--- config.mk ---
export PLATFORM = sky130hd
export DESIGN_NAME = mem_requester
export DESIGN_NICKNAME = d
export VERILOG_FILES = /design/src/rtl/mem_requester.sv
export SDC_FILE = /design/constraint.sdc
export NUM_CORES = 1
export LEC_CHECK = 0
export ABC_CLOCK_PERIOD_IN_PS = 2200
export BUFFER_PORTS_ARGS = -buffer_cell sky130_fd_sc_hd__buf_2
export CELL_PAD_IN_SITES_DETAIL_PLACEMENT = 2
export CELL_PAD_IN_SITES_GLOBAL_PLACEMENT = 2
export CORE_MARGIN = 8
export CORE_UTILIZATION = 35
export CTS_BUF_LIST = sky130_fd_sc_hd__clkbuf_8
export CTS_CLUSTER_DIAMETER = 200
export DETAILED_ROUTE_END_ITERATION = 7
export PLACE_DENSITY_LB_ADDON = 0.1
export SETUP_SLACK_MARGIN = 0.2
export SYNTH_ARGS = -nofsm -noshare
export SYNTH_HDL_FRONTEND = slang
export SYNTH_SLANG_ARGS = --single-unit
--- constraint.sdc ---
create_clock -name clk -period 2.2 [get_ports clk]
set_input_delay 0.33 -clock clk [delete_from_list [all_inputs] [get_ports clk]]
set_output_delay 0.33 -clock clk [all_outputs]
set_load 0.02 [all_outputs]
--- src/rtl/mem_requester.sv ---
// CPU-side initiator for memory_controller: queues core load/store requests,
// issues them one at a time and returns in-order responses over valid/ready.
module mem_requester #(
    parameter int BUS_WIDTH  = 8,
    parameter int FIFO_DEPTH = 4
) (
    input  logic                 clk,
    input  logic                 rst,
    input  logic                 req_valid,
    output logic                 req_ready,
    input  logic                 req_we,
    input  logic [BUS_WIDTH-1:0] req_addr,
    input  logic [BUS_WIDTH-1:0] req_wdata,
    output logic                 rsp_valid,
    input  logic                 rsp_ready,
    output logic                 rsp_is_write,
    output logic [BUS_WIDTH-1:0] rsp_rdata,
    output logic [2:0]           mc_write_read,
    output logic [BUS_WIDTH-1:0] mc_addr,
    output logic [BUS_WIDTH-1:0] mc_write_data,
    input  logic [BUS_WIDTH-1:0] mc_read_data,
    input  logic                 mc_busy,
    output logic                 proto_err
);

    localparam int AW = (FIFO_DEPTH > 1) ? $clog2(FIFO_DEPTH) : 1;

    localparam logic [1:0] S_IDLE    = 2'd0;
    localparam logic [1:0] S_ISSUE   = 2'd1;
    localparam logic [1:0] S_CAPTURE = 2'd2;

    logic [1:0]           r_state;
    logic [AW:0]          r_wr_ptr;
    logic [AW:0]          r_rd_ptr;
    logic                 r_fifo_we   [FIFO_DEPTH];
    logic [BUS_WIDTH-1:0] r_fifo_addr [FIFO_DEPTH];
    logic [BUS_WIDTH-1:0] r_fifo_data [FIFO_DEPTH];
    logic                 r_we;
    logic [BUS_WIDTH-1:0] r_mc_addr;
    logic [BUS_WIDTH-1:0] r_mc_wdata;
    logic                 r_rsp_valid;
    logic                 r_rsp_is_write;
    logic [BUS_WIDTH-1:0] r_rsp_rdata;
    logic                 r_proto_err;

    logic w_full;
    logic w_empty;
    logic w_push;
    logic w_pop;
    logic w_slot_free;
    logic w_start;

    // Extra pointer MSB distinguishes full from empty when the index bits match.
    assign w_empty     = (r_wr_ptr == r_rd_ptr);
    assign w_full      = (r_wr_ptr[AW] != r_rd_ptr[AW]) &&
                         (r_wr_ptr[AW-1:0] == r_rd_ptr[AW-1:0]);
    assign w_push      = req_valid && !w_full;
    assign w_pop       = (r_state == S_CAPTURE);
    assign w_slot_free = !r_rsp_valid || rsp_ready;
    assign w_start     = (r_state == S_IDLE) && !w_empty && w_slot_free && !mc_busy;

    always_ff @(posedge clk) begin
        if (w_push) begin
            r_fifo_we[r_wr_ptr[AW-1:0]]   <= req_we;
            r_fifo_addr[r_wr_ptr[AW-1:0]] <= req_addr;
            r_fifo_data[r_wr_ptr[AW-1:0]] <= req_wdata;
        end
    end

    always_ff @(posedge clk or posedge rst) begin
        if (rst) begin
            r_wr_ptr <= '0;
            r_rd_ptr <= '0;
        end else begin
            if (w_push) r_wr_ptr <= r_wr_ptr + 1'b1;
            if (w_pop)  r_rd_ptr <= r_rd_ptr + 1'b1;
        end
    end

    always_ff @(posedge clk or posedge rst) begin
        if (rst) begin
            r_state <= S_IDLE;
        end else begin
            case (r_state)
                S_IDLE:    if (w_start) r_state <= S_ISSUE;
                S_ISSUE:   r_state <= S_CAPTURE;
                S_CAPTURE: r_state <= S_IDLE;
                default:   r_state <= S_IDLE;
            endcase
        end
    end

    // Command fields are latched on issue and held through capture and beyond.
    always_ff @(posedge clk or posedge rst) begin
        if (rst) begin
            r_we       <= 1'b0;
            r_mc_addr  <= '0;
            r_mc_wdata <= '0;
        end else if (w_start) begin
            r_we       <= r_fifo_we[r_rd_ptr[AW-1:0]];
            r_mc_addr  <= r_fifo_addr[r_rd_ptr[AW-1:0]];
            r_mc_wdata <= r_fifo_we[r_rd_ptr[AW-1:0]] ? r_fifo_data[r_rd_ptr[AW-1:0]] : '0;
        end
    end

    // A response loading in the same cycle as a handshake keeps rsp_valid high.
    always_ff @(posedge clk or posedge rst) begin
        if (rst) begin
            r_rsp_valid    <= 1'b0;
            r_rsp_is_write <= 1'b0;
            r_rsp_rdata    <= '0;
        end else if (w_pop) begin
            r_rsp_valid    <= 1'b1;
            r_rsp_is_write <= r_we;
            r_rsp_rdata    <= r_we ? '0 : mc_read_data;
        end else if (rsp_ready) begin
            r_rsp_valid    <= 1'b0;
        end
    end

    always_ff @(posedge clk or posedge rst) begin
        if (rst)                   r_proto_err <= 1'b0;
        else if (w_pop && !mc_busy) r_proto_err <= 1'b1;
    end

    assign req_ready     = !w_full;
    assign rsp_valid     = r_rsp_valid;
    assign rsp_is_write  = r_rsp_is_write;
    assign rsp_rdata     = r_rsp_rdata;
    assign mc_write_read = (r_state == S_ISSUE) ? (r_we ? 3'b010 : 3'b001) : 3'b000;
    assign mc_addr       = r_mc_addr;
    assign mc_write_data = r_mc_wdata;
    assign proto_err     = r_proto_err;

endmodule
-- Yosys cells after proc, flatten, opt, wreduce, memory -nomap -nowiden
Memories as Yosys holds them, arrays and structs flattened. A register that Yosys moved wholly into a read port is not among the register bits.
Index checks and enable logic that the tools add are counted.
- register bits: 28
- RAM bits: 68
- input bits: 30
- output and inout bits: 31
- word-level logic and storage cells: 43
- memories kept: 3
- memory list (memory ; depth ; width ; rd ports ; clocked after Yosys merged registers in ; wr ports ; RTL line ; text):
    r_fifo_addr ; 4 ; 8 ; 1 ; 1 ; 1 ; 36 ; logic [BUS_WIDTH-1:0] r_fifo_addr [FIFO_DEPTH];
    r_fifo_data ; 4 ; 8 ; 1 ; 0 ; 1 ; 37 ; logic [BUS_WIDTH-1:0] r_fifo_data [FIFO_DEPTH];
    r_fifo_we ; 4 ; 1 ; 1 ; 0 ; 1 ; 35 ; logic r_fifo_we [FIFO_DEPTH];
- add/sub/neg operators: 2
- equal/unequal tests: 6
- multiplexer cells: 10
- reduce and logical (&&, ||, !) cells: 13
- operator list (cell ; count):
    8-bit two-way mux ; 2
    3-bit by 1-bit adder with 3-bit output, second input constant ; 2
    1-bit logical AND ; 6
    2-bit two-way mux ; 3
    1-bit zero test ; 4
    1-bit two-way mux ; 4
    2-bit case mux with 2 select lines ; 1
    3-bit equality test ; 1
    2-bit by 1-bit equality test with 1-bit output, second input constant ; 1
    2-bit equality test ; 1
    2-bit equality test, second input constant ; 1
    2-bit zero test ; 1
    2-bit != test, second input constant ; 1
    2-bit nonzero test ; 1
    1-bit logical OR ; 1
    1-bit != test ; 1

-- Longest topological paths before layout
Gate-level depths: netlist of the first run.
- depth after elaboration: 7
- depth in mapped cells: 7
- depth with buffers taken out: 4

-- Worst setup path before layout of the first run
Ideal clock, no wire load.
- path kind: register -> register
- start point: reg r_rd_ptr[1]
- end point: mem r_fifo_addr[0][0] (enable)
- setup time: 0.375 ns
- arrival time: 1.567 ns
- required time: 1.825 ns
- setup slack: 0.258 ns
- cell stages (with the launch flop): 5
- path buffers: 1
- clock period less this slack: 1.942 ns
- path through: dfrtp_1 buf_6 xnor2_4 a31oi_1 and2_1
- word-level cells in the longest chain between the ends: 6
- RTL lines (what ; RTL line ; text):
    start: declaration ; 34 ; logic [AW:0] r_rd_ptr;
    start signal: assignment ; 76 ; if (w_pop) r_rd_ptr <= r_rd_ptr + 1'b1;
    2-bit equality test ; 56 ; (r_wr_ptr[AW-1:0] == r_rd_ptr[AW-1:0]);
    1-bit logical AND ; 55 ; assign w_full = (r_wr_ptr[AW] != r_rd_ptr[AW]) &&
    1-bit zero test ; 57 ; assign w_push = req_valid && !w_full;
    1-bit logical AND ; 57 ;
    1-bit two-way mux ; 63 ; if (w_push) begin
    1-bit two-way mux (not written as such) ; 65 ; r_fifo_addr[r_wr_ptr[AW-1:0]] <= req_addr;
    end: declaration ; 36 ;
Every way passes these cells.

-- Worst setup path after layout of the first run
- start point: reg r_rd_ptr[0]
- end point: reg r_we, read port of r_fifo_we
- word-level cells in the longest chain between the ends: 5
- elaborated cells on any way between the ends: 6
- classes of those cells: 1 x eq/ne; 4 x reduce/logical; 1 x memory
- RTL lines (what ; RTL line ; text):
    3-bit equality test ; 54 ; assign w_empty = (r_wr_ptr == r_rd_ptr);
    1-bit zero test ; 60 ; assign w_start = (r_state == S_IDLE) && !w_empty && w_slot_free && !mc_busy;
    1-bit logical AND (3 in a row) ; 60 ;
    end: declaration ; 38 ; logic r_we;
Parallel ways exist; a longest one is shown, timed or not.
A chain may end at the register's enable or synchronous reset.

==> impl_metrics.json, run 1 <==
{
  "via_per_inst": 4.75,
  "clkLatencyLatePin_ns": 0.36,
  "drc": 0,
  "portBuffers": 59,
  "row_count": 40,
  "htreeDepth": 3,
  "antenna_found_initial": 0,
  "fin_nets": 337,
  "share_seq_of_total_power_pct": 46.4,
  "p_clk_share_pct": 15.7,
  "cts_hold_buf": 1,
  "hpwlAfterDp_um": 6120,
  "timing.rr.start": "r_rd_ptr[0]",
  "layout_min_cycle_time_ns": 1.83,
  "cp_max_fo": 11,
  "wl_per_cell_um": 19.0,
  "die_x_um": 125,
  "tritoncts": "yes",
  "p_per_area_nw_per_um2": 1330,
  "p_sw_mw": 2.23,
  "irDropWorstVdd_uv": 410,
  "synthesis.nets": 262,
  "reg2reg_depth": 3,
  "setup_viol": 0,
  "track_usage_pct": 11.6,
  "cts_buffer_depth": 2,
  "synth_top_cell_by_area": "edfxtp_1",
  "yosysTopAreaCellShare_pct": 49.1,
  "max_slew.worst_pin.slew_ns": 0.499,
  "firstDrtPassIters": 4,
  "grt-ovfl-total": 0,
  "finalHoldViolations": 0,
  "fp.dieH_um": 125,
  "rsz0062_at_grt": "false",
  "yosys_warnings": 0,
  "cp-start-kind": "flop",
  "die_area_um2": 15600,
  "synth_ff_type": "edfxtp_1",
  "cts_buffers": 9,
  "utilization_pct": 40.8,
  "synth_commonest_cells": "edfxtp_1 (68), dfrtp_1 (36), nand2_1 (18)",
  "p_sw_share_pct": 34.7,
  "critPathCaptureType": "flop",
  "ant_nets": 0,
  "globalplace.congestion": 0.676,
  "worstSetupPathType": "reg -> reg",
  "grt_max_degree": 25,
  "async_flop_share_pct": 34.6,
  "syn-instance-count": 227,
  "p_leak_nw": 1.95,
  "start_util_pct": 35.2,
  "cts_setup_buffers": 0,
  "nFillCells": 1181,
  "status": "complete, no violations",
  "cts_root_buf": "clkbuf_8",
  "r2r_slack_ns": 0.37,
  "path_clk_slew_ns": 0.09,
  "p_int_mw": 4.20,
  "synth_cell_type_count": 32,
  "seq_area_frac_synth_pct": 70.8,
  "drive_above_1_share_pct": 34.2,
  "ys_top_cells_by_area": "edfxtp_1 (49%), dfrtp_1 (22%), mux4_1 (8.2%)",
  "cts_resized": 0,
  "r2r-end": "r_we",
  "cts_num_sinks": 104,
  "slew_violations": 0,
  "syn_avg_cell_area_um2": 18.3,
  "core_um2": 11800,
  "grt_pass1_vias": 2514,
  "antenna_cells": 0,
  "first_iter_violations": 86,
  "num_io_pins": 61,
  "setup_ws_ns": 0.372,
  "endpoint": "r_we",
  "routed_wl_um": 8620,
  "ys_seq_elements": 104,
  "pwr-share-comb_pct": 37.9,
  "post-route-period-util_pct": 83.1,
  "cp.required_ns": 2.44,
  "place_ws_ns": 0.352,
  "slew_headroom_pct": 66.7,
  "grt_pass1_wl_um": 13800,
  "netlist_area_um2": 4160,
  "critPathArrivalTime_ns": 2.07,
  "synthToLayoutAreaGrowth_pct": 15.9,
  "dr_total_vias": 2155,
  "fin_worst_skew_ns": 0.0115,
  "hold_class": "in -> reg",
  "finalSetupTns_ns": 0,
  "synth.most_common_cell": "edfxtp_1",
  "max_freq_mhz": 547,
  "synth_edf_count": 68,
  "crit_path_start": "r_rd_ptr[0]",
  "maxCapViolations": 0
}
==> cell usage in the layout, fill, tap and decap left out, types with 2 or more instances in the layout <==
master    synthesis  routed
buf_2             0      59
clkbuf_8          1       9
clkinv_2          0       2
mux2i_1           8       8
xnor2_4           2       2
o21ai_0           9       9
inv_1            13      15
dfrtp_1          36      36
mux4_2            4       4
mux4_1           13      13
nand2b_1         10      10
buf_4             1      14
ha_1              5       5
mux2_2           10      10
xor2_1            2       2
nor2b_1           3       3
nand2_1          18      18
xnor2_1           2       2
and2_1            4       4
edfxtp_1         68      68
==> metal layers <==
layer  share of wire [%]  track usage (%)  vias up
met1                  44             13.7     1113
met3                 4.8             2.93       10
met2                  49             19.4       49
met4                 1.9             5.80        0
met5                   0                0        -
li1                    -                -      983
==> how the worst min path moves through the flow <==
stage | start | to | slack [ns] | cells after the start
final | mc_busy | proto_err | 0.17 | 2
after global routing | mc_busy | proto_err | 0.16 | 2
after CTS | mc_busy | proto_err | 0.15 | 2
after detailed placement | rst | mc_write_data[2] | 0.40 | 2
after global placement | rst | mc_write_data[2] | 0.40 | 2
after floorplan | req_addr[0] | r_fifo_addr[0][0] | 0.43 | 0
==> through the flow <==
step / std cells / power (mW) / cell area [um2] / hold WS, ns
after detailed placement: 437 / 5.56 / 4650 / 0.400
after global routing: 454 / 6.86 / 4820 / 0.164
after global placement: 437 / 5.47 / 4650 / 0.403
after floorplan: 227 / 4.77 / 4160 / 0.429
after CTS: 454 / 6.61 / 4820 / 0.148
final: 454 / 6.43 / 4820 / 0.172
==> power by group through the flow <==
stage	clock (mW)	sequential, mW	combinational (mW)
4_1_cts	1.07	3.01	2.52
5_1_grt	1.12	3.06	2.68
6_report	1.01	2.99	2.44
2_1_floorplan	0	3.21	1.56
3_3_place_gp	0	3.02	2.45
3_5_place_dp	0	3.05	2.51
==> cells by family after synthesis <==
family                   synth area share (%)
adder cells (fa/ha/maj)                  1.50
AND/OR/NAND/NOR                          4.75
multiplexers                             15.4
XOR/XNOR                                 2.56
flip-flops                               70.8
buffers and inverters                    3.34
AO/OA/AOI/OAI                            1.60
other                                  0.0902
==> area by class of cell <==
type,count,area [um2],area share (%)
clock buffer,9,124,2.57
clock inverter,7,32.5,0.675
inverter,13,48.8,1.01
multi-input combinational,100,1080,22.3
sequential,104,2940,61.1
tap,147,184,3.82
timing repair buffer,74,410,8.52
==> sequential cells by signal (all words and copies together) (netlist names), 3 cells and up <==
| name | cells |
|---|---|
| r_fifo_data | 32 |
| mc_addr | 8 |
| r_fifo_we | 4 |
| r_rd_ptr | 3 |
| rsp_rdata | 8 |
| r_fifo_addr | 32 |
| r_wr_ptr | 3 |
| mc_write_data | 8 |
==> worst max-delay path: stages (launching register included) <==
cell and delay, ns:
dfrtp_1 0.48, buf_4 0.28, mux4_2 0.64, mux2_2 0.31
No activity file was read; power rests on OpenSTA's default activity.
==> run 2: changes to the inputs <==
Settings changed: ABC_CLOCK_PERIOD_IN_PS 2200 to 1900.
Clock period 2.2 ns to 1.9 ns, I/O delays scaled along.
==> run 2 against run 1 <==
  * First-iteration DRC count grew 2.3%
  * Global-route usage grew 0.16 points
  * Via count shrank 1.6%
  * Critical path depth is the same
  * Sequential share of layout area shrank 2.6 points
  * Register-to-register slack lost 0.12 ns
  * Non-clock buffer count grew 5
  * Clock skew shrank 0.0045 ns
  * Critical path type is now reg -> out
  * Largest cell class unchanged
  * Largest power group unchanged
==> impl_metrics.json, run 2 (same netlist as run 1, synthesis figures left out) <==
{
  "status": "complete, no violations",
  "firstDrtPassIters": 4,
  "p_leak_nw": 2.02,
  "synthToLayoutAreaGrowth_pct": 21.3,
  "crit_path_max_incr_delay_ns": 0.48,
  "top_layer_used": "met4",
  "hold_class": "in -> async",
  "wl_met2_um": 4220,
  "wl_met3_um": 445,
  "setup_viol": 0,
  "fp.dieH_um": 125,
  "p_per_area_nw_per_um2": 1600,
  "first_iter_violations": 88,
  "clkLatencyLatePin_ns": 0.37,
  "crit_family": "flip-flops",
  "timing.hold.ws_ns": 0.0169,
  "max_slew.worst_pin.slew_ns": 0.515,
  "dr_total_vias": 2120,
  "nFillCells": 1145,
  "slowest_stage": "dfrtp_2",
  "grt-ovfl-total": 0,
  "cp.required_ns": 1.62,
  "via_per_inst": 4.62,
  "cts_num_sinks": 104,
  "cts_buffers": 9,
  "ant_nets": 0,
  "core_um2": 11800,
  "fin_worst_skew_ns": 0.00708,
  "htreeDepth": 3,
  "die_area_um2": 15600,
  "r2r-end": "r_fifo_data[0][4]",
  "antenna_found_initial": 0,
  "wl_met1_um": 3640,
  "track_usage_pct": 11.7,
  "irDropWorstVdd_uv": 539,
  "fin_nets": 342,
  "worstSetupPathType": "reg -> out",
  "grt_pass1_wl_um": 14000,
  "grt_max_degree": 37,
  "path_clk_slew_ns": 0.09,
  "reg2reg_depth": 5,
  "cts_hold_buf": 0,
  "r2r_slack_ns": 0.25,
  "critPathCaptureType": "output pin",
  "finalSetupTns_ns": 0,
  "critPathArrivalTime_ns": 1.38,
  "portBuffers": 59,
  "critPathBufInv": 1,
  "drc": 0,
  "grt_pass1_vias": 2532,
  "cp-start-kind": "flop",
  "max_freq_mhz": 601,
  "crit_path_start": "r_rd_ptr[0]",
  "most-common-layout-cells": "edfxtp_1 (68), buf_2 (59), dfrtp_1 (33)",
  "finalHoldViolations": 0,
  "start_util_pct": 35.2,
  "slew_headroom_pct": 65.7,
  "slew_violations": 0,
  "timing.rr.start": "r_wr_ptr[2]",
  "cts_root_buf": "clkbuf_8",
  "hpwlAfterDp_um": 6050,
  "rsz0062_at_grt": "true",
  "post-route-period-util_pct": 87.5,
  "crit_chain": "xnor2_4 -> nand3_1 -> buf_2",
  "drive_above_1_share_pct": 39.1,
  "maxCapViolations": 0,
  "tritoncts": "yes",
  "wl_per_cell_um": 18.4,
  "cts_buffer_depth": 2,
  "layout_min_cycle_time_ns": 1.66,
  "globalplace.congestion": 0.690,
  "row_count": 40,
  "cp_max_fo": 3,
  "num_io_pins": 61,
  "routed_wl_um": 8450,
  "final_common_cell": "edfxtp_1",
  "die_x_um": 125,
  "antenna_cells": 0
}
## run 2: power breakdown
group	internal, mW	switching, mW
Sequential	3.13	0.340
Clock	0.731	0.739
Combinational	1.54	1.62
Total	5.40	2.69
## run 2: cell type report
type / count / area (um2) / share of cell area [%]
Sequential cell: 104 / 2950 / 58.4
Inverter: 13 / 48.8 / 0.968
Tap cell: 147 / 184 / 3.65
Timing Repair Buffer: 79 / 541 / 10.7
Clock inverter: 7 / 87.6 / 1.74
Clock buffer: 9 / 124 / 2.46
Multi-Input combinational cell: 100 / 1110 / 22.0
## run 2: what timing repair did
action                     4_1_cts  5_1_grt
setup endpoints to repair       77       10
buffers inserted                 3        1
pin swaps                        1        1
gates resized for setup          5        5
## run 2: stage by stage
stage          total power [mW]  std cells  utilization [%]  setup slack [ns]  instance area (um2)
2_1_floorplan              5.53        227                -             0.138                 4160
3_3_place_gp               6.51        439             40.1             0.121                 4730
3_5_place_dp               6.60        439             40.1            0.0602                 4730
4_1_cts                    8.24        458             42.5             0.192                 5020
5_1_grt                    8.65        459             42.7             0.159                 5040
6_report                   8.09        459             42.7             0.237                 5040
## run 2: per-layer routing
layer | vias to the layer above | track usage, %
met5 | - | 0
met4 | 0 | 5.59
met3 | 10 | 3.91
met2 | 49 | 19.5
met1 | 1064 | 13.4
li1 | 997 | -
## run 2: how the worst max path moves through the flow
stage                        endpoint  slack (ns)  cells past startpoint
finish                      req_ready        0.24                      3
global route                req_ready        0.16                      3
CTS                         req_ready        0.19                      3
detailed placement  r_fifo_addr[3][2]        0.06                      3
global placement    r_fifo_data[3][2]        0.12                      3
floorplan           r_fifo_addr[0][0]        0.14                      4
## run 2: worst reg2reg max path, delay by kind of cell, from the launching register on
kind            cells  cell delay (ns)
compound gates      1             0.17
flops               1             0.45
xor+xnor            1             0.22
simple gates        1             0.24
buf+inv             2             0.30
==> run 3: changes to the inputs <==
Settings changed: ABC_CLOCK_PERIOD_IN_PS 1900 to 1600.
Clock period 1.9 ns to 1.6 ns, I/O delays scaled along.
==> run 3 against run 2 <==
  * The run now ends with setup timing left
  * Clock-buffer cell count did not move
  * Critical path depth rose by 2
  * Sequential cell count did not move
  * First-iteration DRC count rose by 3.4%
  * Sequential power rose by 19%
  * Combinational power rose by 38%
  * Utilization rose by 1.5 points
  * Largest cell class unchanged
  * Largest power group is now combinational logic
  * Highest routed layer unchanged
==> impl_metrics.json, run 3 (same netlist as run 1, synthesis figures left out) <==
{
  "rsz0062_at_grt": "true",
  "path_clk_slew_ns": 0.10,
  "tritoncts": "yes",
  "setup_viol": 60,
  "final_common_cell": "edfxtp_1",
  "violations": "setup timing",
  "critPathCaptureType": "flop",
  "slew_headroom_pct": 64.5,
  "slew_violations": 0,
  "finalPower_mw": 10.1,
  "max_freq_mhz": 608,
  "cp-start-kind": "flop",
  "worstSetupPathType": "reg -> reg",
  "synthToLayoutAreaGrowth_pct": 25.4,
  "num_io_pins": 61,
  "wl_per_cell_um": 19.1,
  "maxCapViolations": 0,
  "max_slew.worst_pin.slew_ns": 0.533,
  "clkLatencyLatePin_ns": 0.37,
  "multi_input_area_um2": 1140,
  "hold_class": "in -> reg",
  "irDropWorstVdd_uv": 762,
  "drive_above_1_share_pct": 44.6,
  "post-route-period-util_pct": 103,
  "cts_num_sinks": 104,
  "drc": 0,
  "place_ws_ns": -0.167,
  "start_util_pct": 35.2,
  "fin_nets": 355,
  "fp.dieH_um": 125,
  "via_per_inst": 4.67,
  "utilization_pct": 44.1,
  "grt_pass1_wl_um": 14500,
  "cts_root_buf": "clkbuf_8",
  "p_leak_nw": 2.08,
  "antenna_cells": 0,
  "track_usage_pct": 12.2,
  "dr_total_vias": 2206,
  "core_um2": 11800,
  "status": "finished, violations left",
  "cts_buffer_depth": 2,
  "die_area_um2": 15600,
  "first_iter_violations": 91,
  "cp_max_fo": 13,
  "htreeDepth": 3,
  "ant_nets": 0,
  "fin_worst_skew_ns": 0.00860,
  "die_x_um": 125,
  "routed_wl_um": 9010,
  "grt_pass1_vias": 2502,
  "seq_area_um2": 2950,
  "finalHoldViolations": 0,
  "nFillCells": 1139,
  "portBuffers": 59,
  "cp.required_ns": 1.68,
  "globalplace.congestion": 0.662,
  "p_per_area_nw_per_um2": 1940,
  "grt-ovfl-total": 0,
  "cts_buffers": 9,
  "most-common-layout-cells": "edfxtp_1 (68), buf_2 (56), dfrtp_1 (33)",
  "firstDrtPassIters": 4,
  "finalSetupTns_ns": -1.57,
  "grt_max_degree": 37,
  "layout_min_cycle_time_ns": 1.64,
  "hpwlAfterDp_um": 6040,
  "critPathArrivalTime_ns": 1.73,
  "row_count": 40,
  "antenna_found_initial": 0,
  "setup_ws_ns": -0.0443
}
[run 3: cell count changes in the layout (fill, tap and decap cells not counted), moves of 2 or more]
cell / previous run / this run
and2_2: 3 / 0
and2_4: 1 / 5
buf_2: 59 / 56
buf_4: 11 / 17
buf_6: 2 / 10
clkinv_4: 0 / 3
mux4_1: 13 / 8
mux4_2: 4 / 9
nor2b_4: 0 / 2
[run 3: power breakdown]
part | internal [mW] | switching [mW]
clock | 0.724 | 0.908
combinational | 2.22 | 2.13
sequential | 3.72 | 0.412
total | 6.66 | 3.45
[run 3: worst paths after layout]
kind                              from  slack, ns                end  depth (start not counted)
max in group asynchronous          rst       0.67         r_state[1]                          4
max                        r_wr_ptr[2]      -0.04  r_fifo_addr[1][5]                          5
max reg2reg                r_wr_ptr[2]      -0.04  r_fifo_addr[1][5]                          5
min reg2reg                  proto_err       0.48          proto_err                          1
min                        req_addr[4]       0.08  r_fifo_addr[0][4]                          1
min in group asynchronous          rst       0.53   mc_write_data[3]                          4
[run 3: critical path, cell delays in order, from the launching register on]
cell and delay, ns:
dfrtp_1 0.43, xor2_2 0.20, buf_4 0.16, a31oi_4 0.20, and2_4 0.22, buf_12 0.16
[run 3: metrics by stage]
step	hold slack, ns	instance area [um2]	cells
final	0.0841	5210	472
after global routing	0.0515	5210	472
after CTS	0.0607	5160	469
after detailed placement	0.401	4730	442
after global placement	0.396	4730	442
after floorplan	0.339	4170	227
[run 3: timing repair]
action,4_1_cts,5_1_grt
buffers inserted,10,2
gates resized for setup,26,3
setup endpoints to repair,90,92
pin swaps,8,5
hold buffers,1,0
hold endpoints to repair,23,0
cloned,0,1
[run 3: layout make-up]
cell class                      count  share of cell area (%)
Clock buffer                        9                    2.38
Tap cell                          147                    3.53
Timing Repair Buffer               92                    13.3
Inverter                           13                   0.936
Clock inverter                      7                    1.39
Multi-Input combinational cell    100                    21.9
Sequential cell                   104                    56.5
[run 3: per-layer routing]
layer  vias up  wire [um]  part of all wire, %  GRT usage (%)
met3         8        391                  4.3           3.74
li1       1016          -                    -              -
met5         -          0                    0              0
met2        49       4570                   51           20.4
met4         0        114                  1.3           4.30
met1      1133       3940                   44           14.6
